<file path="src/rtl/keypad_pkg.sv">
// keypad_pkg
// Shared definitions for the 4x4 keypad scanner:
//   - state_e      : scanner FSM states
//   - KEY_MAP      : 16-entry key code table indexed by {row, col}
//   - KEY_STAR/HASH: codes for the two non-alphanumeric keys
//   - is_one_low() : true when exactly one bit of an active-low vector is low
//   - row_index()  : row number of a one-hot-low row pattern
package keypad_pkg;

  typedef enum logic [1:0] {
    ST_SCAN     = 2'd0,
    ST_DEBOUNCE = 2'd1,
    ST_PRESSED  = 2'd2,
    ST_RELEASE  = 2'd3
  } state_e;

  localparam logic [3:0] KEY_STAR = 4'hE;
  localparam logic [3:0] KEY_HASH = 4'hF;

  // Element [i] holds the code for index i = {row, col}; listed from
  // index 15 (row 3, col 3) down to index 0 (row 0, col 0).
  localparam logic [15:0][3:0] KEY_MAP = {
    4'hD, KEY_HASH, 4'h0, KEY_STAR,   // row 3: * 0 # D
    4'hC, 4'h9,     4'h8, 4'h7,       // row 2: 7 8 9 C
    4'hB, 4'h6,     4'h5, 4'h4,       // row 1: 4 5 6 B
    4'hA, 4'h3,     4'h2, 4'h1        // row 0: 1 2 3 A
  };

  function automatic logic is_one_low(input logic [3:0] v);
    logic [3:0] inv;
    inv = ~v;
    // Non-zero and a power of two: exactly one row pulled low.
    return (inv != 4'b0000) && ((inv & (inv - 4'd1)) == 4'b0000);
  endfunction

  function automatic logic [1:0] row_index(input logic [3:0] v);
    logic [1:0] idx;
    idx = 2'd0;
    case (v)
      4'b1110: idx = 2'd0;
      4'b1101: idx = 2'd1;
      4'b1011: idx = 2'd2;
      4'b0111: idx = 2'd3;
      default: idx = 2'd0;
    endcase
    return idx;
  endfunction

endpackage

</file>
<file path="src/rtl/sync_2ff.sv">
// sync_2ff
// Two-flop synchronizer for a multi-bit level signal whose bits are
// individually asynchronous to i_clk. Both stages reset to all ones,
// which is the idle (no key) level of the active-low keypad rows.
// Ports:
//   i_clk   : destination clock
//   i_rst_n : asynchronous active-low reset
//   i_d     : asynchronous input
//   o_q     : synchronized output, two cycles of latency
module sync_2ff #(
  parameter int WIDTH = 4
) (
  input  logic             i_clk,
  input  logic             i_rst_n,
  input  logic [WIDTH-1:0] i_d,
  output logic [WIDTH-1:0] o_q
);

  logic [WIDTH-1:0] meta_q;
  logic [WIDTH-1:0] sync_q;

  always_ff @(posedge i_clk or negedge i_rst_n) begin
    if (!i_rst_n) begin
      meta_q <= '1;
      sync_q <= '1;
    end else begin
      meta_q <= i_d;
      sync_q <= meta_q;
    end
  end

  assign o_q = sync_q;

endmodule

</file>
<file path="src/rtl/keypad_scanner.sv">
// keypad_scanner
// Scans a 4x4 active-low matrix keypad one column at a time, debounces
// the single pressed key on press and on release, and reports it.
// Ports:
//   i_clk, i_rst_n : clock and asynchronous active-low reset
//   i_row          : keypad rows, active-low, asynchronous
//   o_col          : column drive, active-low, exactly one bit low
//   o_key_code     : code of the last accepted key
//   o_key_valid    : one-cycle pulse when a key is accepted
//   o_key_held     : high from acceptance until the release is debounced
//   o_digit        : last accepted decimal key (0-9)
//   o_digit_valid  : sticky flag, set by the first accepted decimal key
module keypad_scanner #(
  parameter int SCAN_DIV        = 1000,
  parameter int DEBOUNCE_CYCLES = 20000
) (
  input  logic       i_clk,
  input  logic       i_rst_n,
  input  logic [3:0] i_row,
  output logic [3:0] o_col,
  output logic [3:0] o_key_code,
  output logic       o_key_valid,
  output logic       o_key_held,
  output logic [3:0] o_digit,
  output logic       o_digit_valid
);
  import keypad_pkg::*;

  localparam int CNT_MAX = (SCAN_DIV > DEBOUNCE_CYCLES) ? SCAN_DIV : DEBOUNCE_CYCLES;
  localparam int CNT_W   = (CNT_MAX > 1) ? $clog2(CNT_MAX) : 1;
  localparam logic [CNT_W-1:0] DWELL_LAST = CNT_W'(SCAN_DIV - 1);
  localparam logic [CNT_W-1:0] DEB_LAST   = CNT_W'(DEBOUNCE_CYCLES - 1);
  localparam logic [CNT_W-1:0] CNT_ONE    = CNT_W'(1);

  logic [3:0] row_s;

  sync_2ff #(.WIDTH(4)) u_row_sync (
    .i_clk   (i_clk),
    .i_rst_n (i_rst_n),
    .i_d     (i_row),
    .o_q     (row_s)
  );

  state_e           state_q, state_d;
  logic [CNT_W-1:0] dwell_q, dwell_d;
  logic [CNT_W-1:0] deb_q, deb_d;
  logic [1:0]       col_q, col_d;
  logic [3:0]       col_drive_q, col_drive_d;
  logic [3:0]       row_pat_q, row_pat_d;
  logic [3:0]       key_code_q, key_code_d;
  logic             key_valid_q, key_valid_d;
  logic             key_held_q, key_held_d;
  logic [3:0]       digit_q, digit_d;
  logic             digit_valid_q, digit_valid_d;
  logic [3:0]       lookup_code;

  // The column stays frozen from latch until release, so col_q together
  // with the latched row pattern identifies the key.
  assign lookup_code = KEY_MAP[{row_index(row_pat_q), col_q}];

  always_ff @(posedge i_clk or negedge i_rst_n) begin
    if (!i_rst_n) begin
      state_q       <= ST_SCAN;
      dwell_q       <= '0;
      deb_q         <= '0;
      col_q         <= 2'd0;
      col_drive_q   <= 4'b1110;
      row_pat_q     <= 4'hF;
      key_code_q    <= 4'h0;
      key_valid_q   <= 1'b0;
      key_held_q    <= 1'b0;
      digit_q       <= 4'h0;
      digit_valid_q <= 1'b0;
    end else begin
      state_q       <= state_d;
      dwell_q       <= dwell_d;
      deb_q         <= deb_d;
      col_q         <= col_d;
      col_drive_q   <= col_drive_d;
      row_pat_q     <= row_pat_d;
      key_code_q    <= key_code_d;
      key_valid_q   <= key_valid_d;
      key_held_q    <= key_held_d;
      digit_q       <= digit_d;
      digit_valid_q <= digit_valid_d;
    end
  end

  always_comb begin
    state_d       = state_q;
    dwell_d       = dwell_q;
    deb_d         = deb_q;
    col_d         = col_q;
    row_pat_d     = row_pat_q;
    key_code_d    = key_code_q;
    key_valid_d   = 1'b0;
    key_held_d    = key_held_q;
    digit_d       = digit_q;
    digit_valid_d = digit_valid_q;

    case (state_q)
      ST_SCAN: begin
        if (dwell_q == DWELL_LAST) begin
          dwell_d = '0;
          // Rows are only trusted at the end of the dwell, once the
          // column drive has propagated through the synchronizer.
          if (is_one_low(row_s)) begin
            row_pat_d = row_s;
            deb_d     = '0;
            state_d   = ST_DEBOUNCE;
          end else begin
            col_d = col_q + 2'd1;
          end
        end else begin
          dwell_d = dwell_q + CNT_ONE;
        end
      end

      ST_DEBOUNCE: begin
        if (row_s != row_pat_q) begin
          dwell_d = '0;
          state_d = ST_SCAN;
        end else if (deb_q == DEB_LAST) begin
          state_d     = ST_PRESSED;
          key_valid_d = 1'b1;
          key_held_d  = 1'b1;
          key_code_d  = lookup_code;
          if (lookup_code <= 4'd9) begin
            digit_d       = lookup_code;
            digit_valid_d = 1'b1;
          end
        end else begin
          deb_d = deb_q + CNT_ONE;
        end
      end

      ST_PRESSED: begin
        if (row_s != row_pat_q) begin
          deb_d   = '0;
          state_d = ST_RELEASE;
        end
      end

      ST_RELEASE: begin
        if (row_s != 4'hF) begin
          deb_d = '0;
        end else if (deb_q == DEB_LAST) begin
          key_held_d = 1'b0;
          col_d      = col_q + 2'd1;
          dwell_d    = '0;
          state_d    = ST_SCAN;
        end else begin
          deb_d = deb_q + CNT_ONE;
        end
      end

      default: state_d = ST_SCAN;
    endcase

    col_drive_d = ~(4'b0001 << col_d);
  end

  assign o_col         = col_drive_q;
  assign o_key_code    = key_code_q;
  assign o_key_valid   = key_valid_q;
  assign o_key_held    = key_held_q;
  assign o_digit       = digit_q;
  assign o_digit_valid = digit_valid_q;

endmodule

</file>
<file path="config.mk">
export PLATFORM = sky130hd
export DESIGN_NAME = keypad_scanner
export DESIGN_NICKNAME = d
export VERILOG_FILES = /design/src/rtl/keypad_pkg.sv /design/src/rtl/sync_2ff.sv /design/src/rtl/keypad_scanner.sv
export SDC_FILE = /design/constraint.sdc
export NUM_CORES = 1
export LEC_CHECK = 0
export ABC_AREA = 1
export ABC_CLOCK_PERIOD_IN_PS = 2400
export CAP_MARGIN = 20
export CORE_MARGIN = 2
export CORE_UTILIZATION = 30
export CTS_CLUSTER_DIAMETER = 50
export DETAILED_ROUTE_END_ITERATION = 8
export MAX_ROUTING_LAYER = met4
export PLACE_DENSITY = 0.58
export SETUP_SLACK_MARGIN = 0.3
export SLEW_MARGIN = 40
export SYNTH_ARGS = -nofsm -noshare
export SYNTH_HDL_FRONTEND = slang
export SYNTH_SLANG_ARGS = --single-unit
</file>
<file path="constraint.sdc">
create_clock -name i_clk -period 2.4 [get_ports i_clk]
set_clock_uncertainty 0.05 [all_clocks]
set_input_delay 0.48 -clock i_clk [delete_from_list [all_inputs] [get_ports i_clk]]
set_output_delay 0.48 -clock i_clk [all_outputs]
set_load 0.005 [all_outputs]
</file>
==> reports/results.txt <==
Non-Filler Instances: 777
Fin Setup TNS: 0 ns
Layout fillers: 1354
Hpwl dp: 7155 um
Number of buffers created by CTS: 9
Post-synthesis async set-or-reset flop share: 100.0%
Gate Count Post-Synth: 561
Final Max Slew Viols: 0
DR pass1 iterations: 4
Largest area contributor in the netlist: dfrtp_1
Via count: 3789
Die extent in y: 119.5 um
CP Data Required Time: 2.62 ns
Actual slew at the worst max-slew pin: 0.5643 ns
Vias in the first global route: 3697
Tightest Hold Check Type: in -> async
Net Switching: 0.4913 mW
Comb power frac: 2.5%
Hold Slack: 0.1083 ns
Routed wire length: 9988 um
Largest net degree at the start of global routing: 62
Core Area: 13140 sq um
Routed len/inst: 12.85 um
Clk pwr share: 51.4%
Yosys warning count: 0
Internal power: 1.781 mW
CP Capture Type: flop
Peak supply drop: 0.3216 mV
EDFF count, synth: 0
# IOs: 21
Final Hold Fails: 0
Fmax: 0.5070 GHz
Clock Sinks: 61
Register area share after synthesis: 38.64%
ANT nets after route: 0
Port Buffers: 20
Initial Utilization: 30.44%
Sequential share of power: 46.1%
GP Congestion: 0.9164
Max clock buf depth: 2
Die Span X: 119.5 um
Final setup fails: 0
Syn avg cell area: 7.128 sq um
Yosys cell types: 39
Area delta synth->final: 19.09%
Data arrival, critical path: 2.19 ns
Total GRT Usage: 15.57%
Final worst path period need: 1.972 ns
# rows: 42
P_leak: 2.235 nW
Place WS: 0.3411 ns
H-tree depth: 3
Clk root buf: clkbuf_16
Final period util: 82.18%
First-pass GRT wire length: 17430 um
#FFs+latches synth: 61
CTS tree: yes
Starting DRC count in detailed routing: 296
Reg clk slew, reported paths: 0.05 ns
Fraction of layout cells with a size suffix above 1: 13.98%
Ant. Diodes: 0
Most frequent cells in the layout: nand2_1 (163), nand3_1 (68), inv_1 (60)
CP Max Fanout: 11
Hold Buf Count CTS: 0
MaxCap Viol Count: 0
Die area: 14270 sq um
Crit Path Category: reg -> reg
Gr ovfl total: 0
Outcome: finished clean
Final total power: 2.272 mW
Switching share of total power: 21.62%
Setup ws final: 0.4276 ns
Largest cells by area after synthesis: dfrtp_1 (29%), nand2_1 (15%), dfstp_2 (9.9%)
Drt drc: 0
Syn Std Cell Area: 3999 sq um
RSZ-0062 raised after global routing: true
Area share of the largest cell type after synthesis: 28.79%
Initial antenna violation count: 0
Nets: 611
Main flop type after synthesis: dfrtp_1
Placed Cells: 756
CP Launch Type: flop
PD cells: 477.2 nW/um^2
Clk_lat worst skew: 0.33 ns
Post-synth net total: 576
Most common cell after layout, fill and taps aside: nand2_1
Slew HR: 62.09%
DR vias/cell: 4.876
critical path, stage by stage, from the launching register on:
cell,delay (ns)
dfrtp_1,0.38
ha_1,0.22
nand2_1,0.13
nor2_1,0.15
nand3_1,0.13
nor2_4,0.16
nand2_2,0.08
nand2_4,0.08
nand3_4,0.18
inv_6,0.19
o21ai_1,0.09
nand2_1,0.06
stage by stage:
step,area (sq um),util (%)
after floorplan,3999,-
after global placement,4423,33.67
after detailed placement,4423,33.67
after CTS,4688,35.69
after global routing,4762,36.25
final,4762,36.25
power groups by stage:
stage / Combinational (mW) / Clock (mW) / Sequential [mW]
6_report: 0.0570 / 1.17 / 1.05
5_1_grt: 0.0661 / 1.26 / 1.05
4_1_cts: 0.0590 / 1.21 / 1.05
3_5_place_dp: 0.0587 / 0 / 1.06
3_3_place_gp: 0.0578 / 0 / 1.06
2_1_floorplan: 0.0199 / 0 / 1.06
worst paths after layout:
path,cells after the start,slack [ns],endpoint,from
min in group i_clk,0,0.30,u_row_sync.o_q[3]$_DFF_PN1_,u_row_sync.meta_q[3]$_DFF_PN1_
worst max-delay path,11,0.43,deb_q[13]$_DFFE_PN0P_,dwell_q[0]$_DFFE_PN0P_
worst min-delay path,2,0.11,o_digit_valid$_DFFE_PN0P_,i_rst_n
worst min register to register,0,0.30,u_row_sync.o_q[3]$_DFF_PN1_,u_row_sync.meta_q[3]$_DFF_PN1_
max in group asynchronous,2,1.89,o_col[2]$_DFF_PN1_,i_rst_n
worst max register to register,11,0.43,deb_q[13]$_DFFE_PN0P_,dwell_q[0]$_DFFE_PN0P_
Yosys cell counts, drive strengths merged, types with 5 or more instances:
master / count
buf: 5
dfrtp: 46
dfstp: 15
ha: 9
inv: 64
nand2: 176
nand3: 75
nand4: 21
nor2: 60
nor3: 18
o21ai: 46
xor2: 7
layout make-up:
type / instances / area (sq um) / area share (%)
Tap cell: 176 / 220.2 / 4.624
Multi-Input combinational cell: 426 / 2167 / 45.51
Inverter: 65 / 257.7 / 5.412
Timing Repair inverter: 1 / 8.758 / 0.1839
Sequential cell: 61 / 1545 / 32.45
Timing Repair Buffer: 32 / 297.8 / 6.253
Clock inverter: 3 / 15.01 / 0.3153
Clock buffer: 13 / 250.2 / 5.255
routing by layer:
metal	part of all wire [%]	routed length, um	GRT usage [%]	vias up
li1	-	-	-	1911
met1	45	4449	18.67	1764
met2	49	4860	25.00	99
met3	4.4	444	3.496	15
met4	2.3	233	7.059	0
met5	0	0	-	-
repair_timing:
| item | CTS | global route |
|---|---|---|
| hold endpoints to repair | 0 | 0 |
| setup endpoints to repair | 0 | 29 |
| setup buffers | 0 | 4 |
| resized for setup | 0 | 9 |
kinds of logic (layout without fill, tap and decap cells):
group	after synthesis	after routing	synth area share [%]
fa+ha+maj	9	9	2.816
flops	61	61	38.64
xor+xnor	8	8	1.940
simple gates	354	354	40.83
buf+inv	74	114	7.791
compound gates	55	55	7.979
flip-flops by register name, summed over array words and instances, names as in the netlist, named ones only:
register / count
o_col: 4
o_key_valid: 1
col_q: 2
deb_q: 15
dwell_q: 15
o_key_held: 1
u_row_sync.o_q: 4
o_digit: 4
state_q: 1
u_row_sync.meta_q: 4
o_digit_valid: 1
row_pat_q: 4
o_key_code: 4
Note: power is estimated with default switching activity, not from simulation.
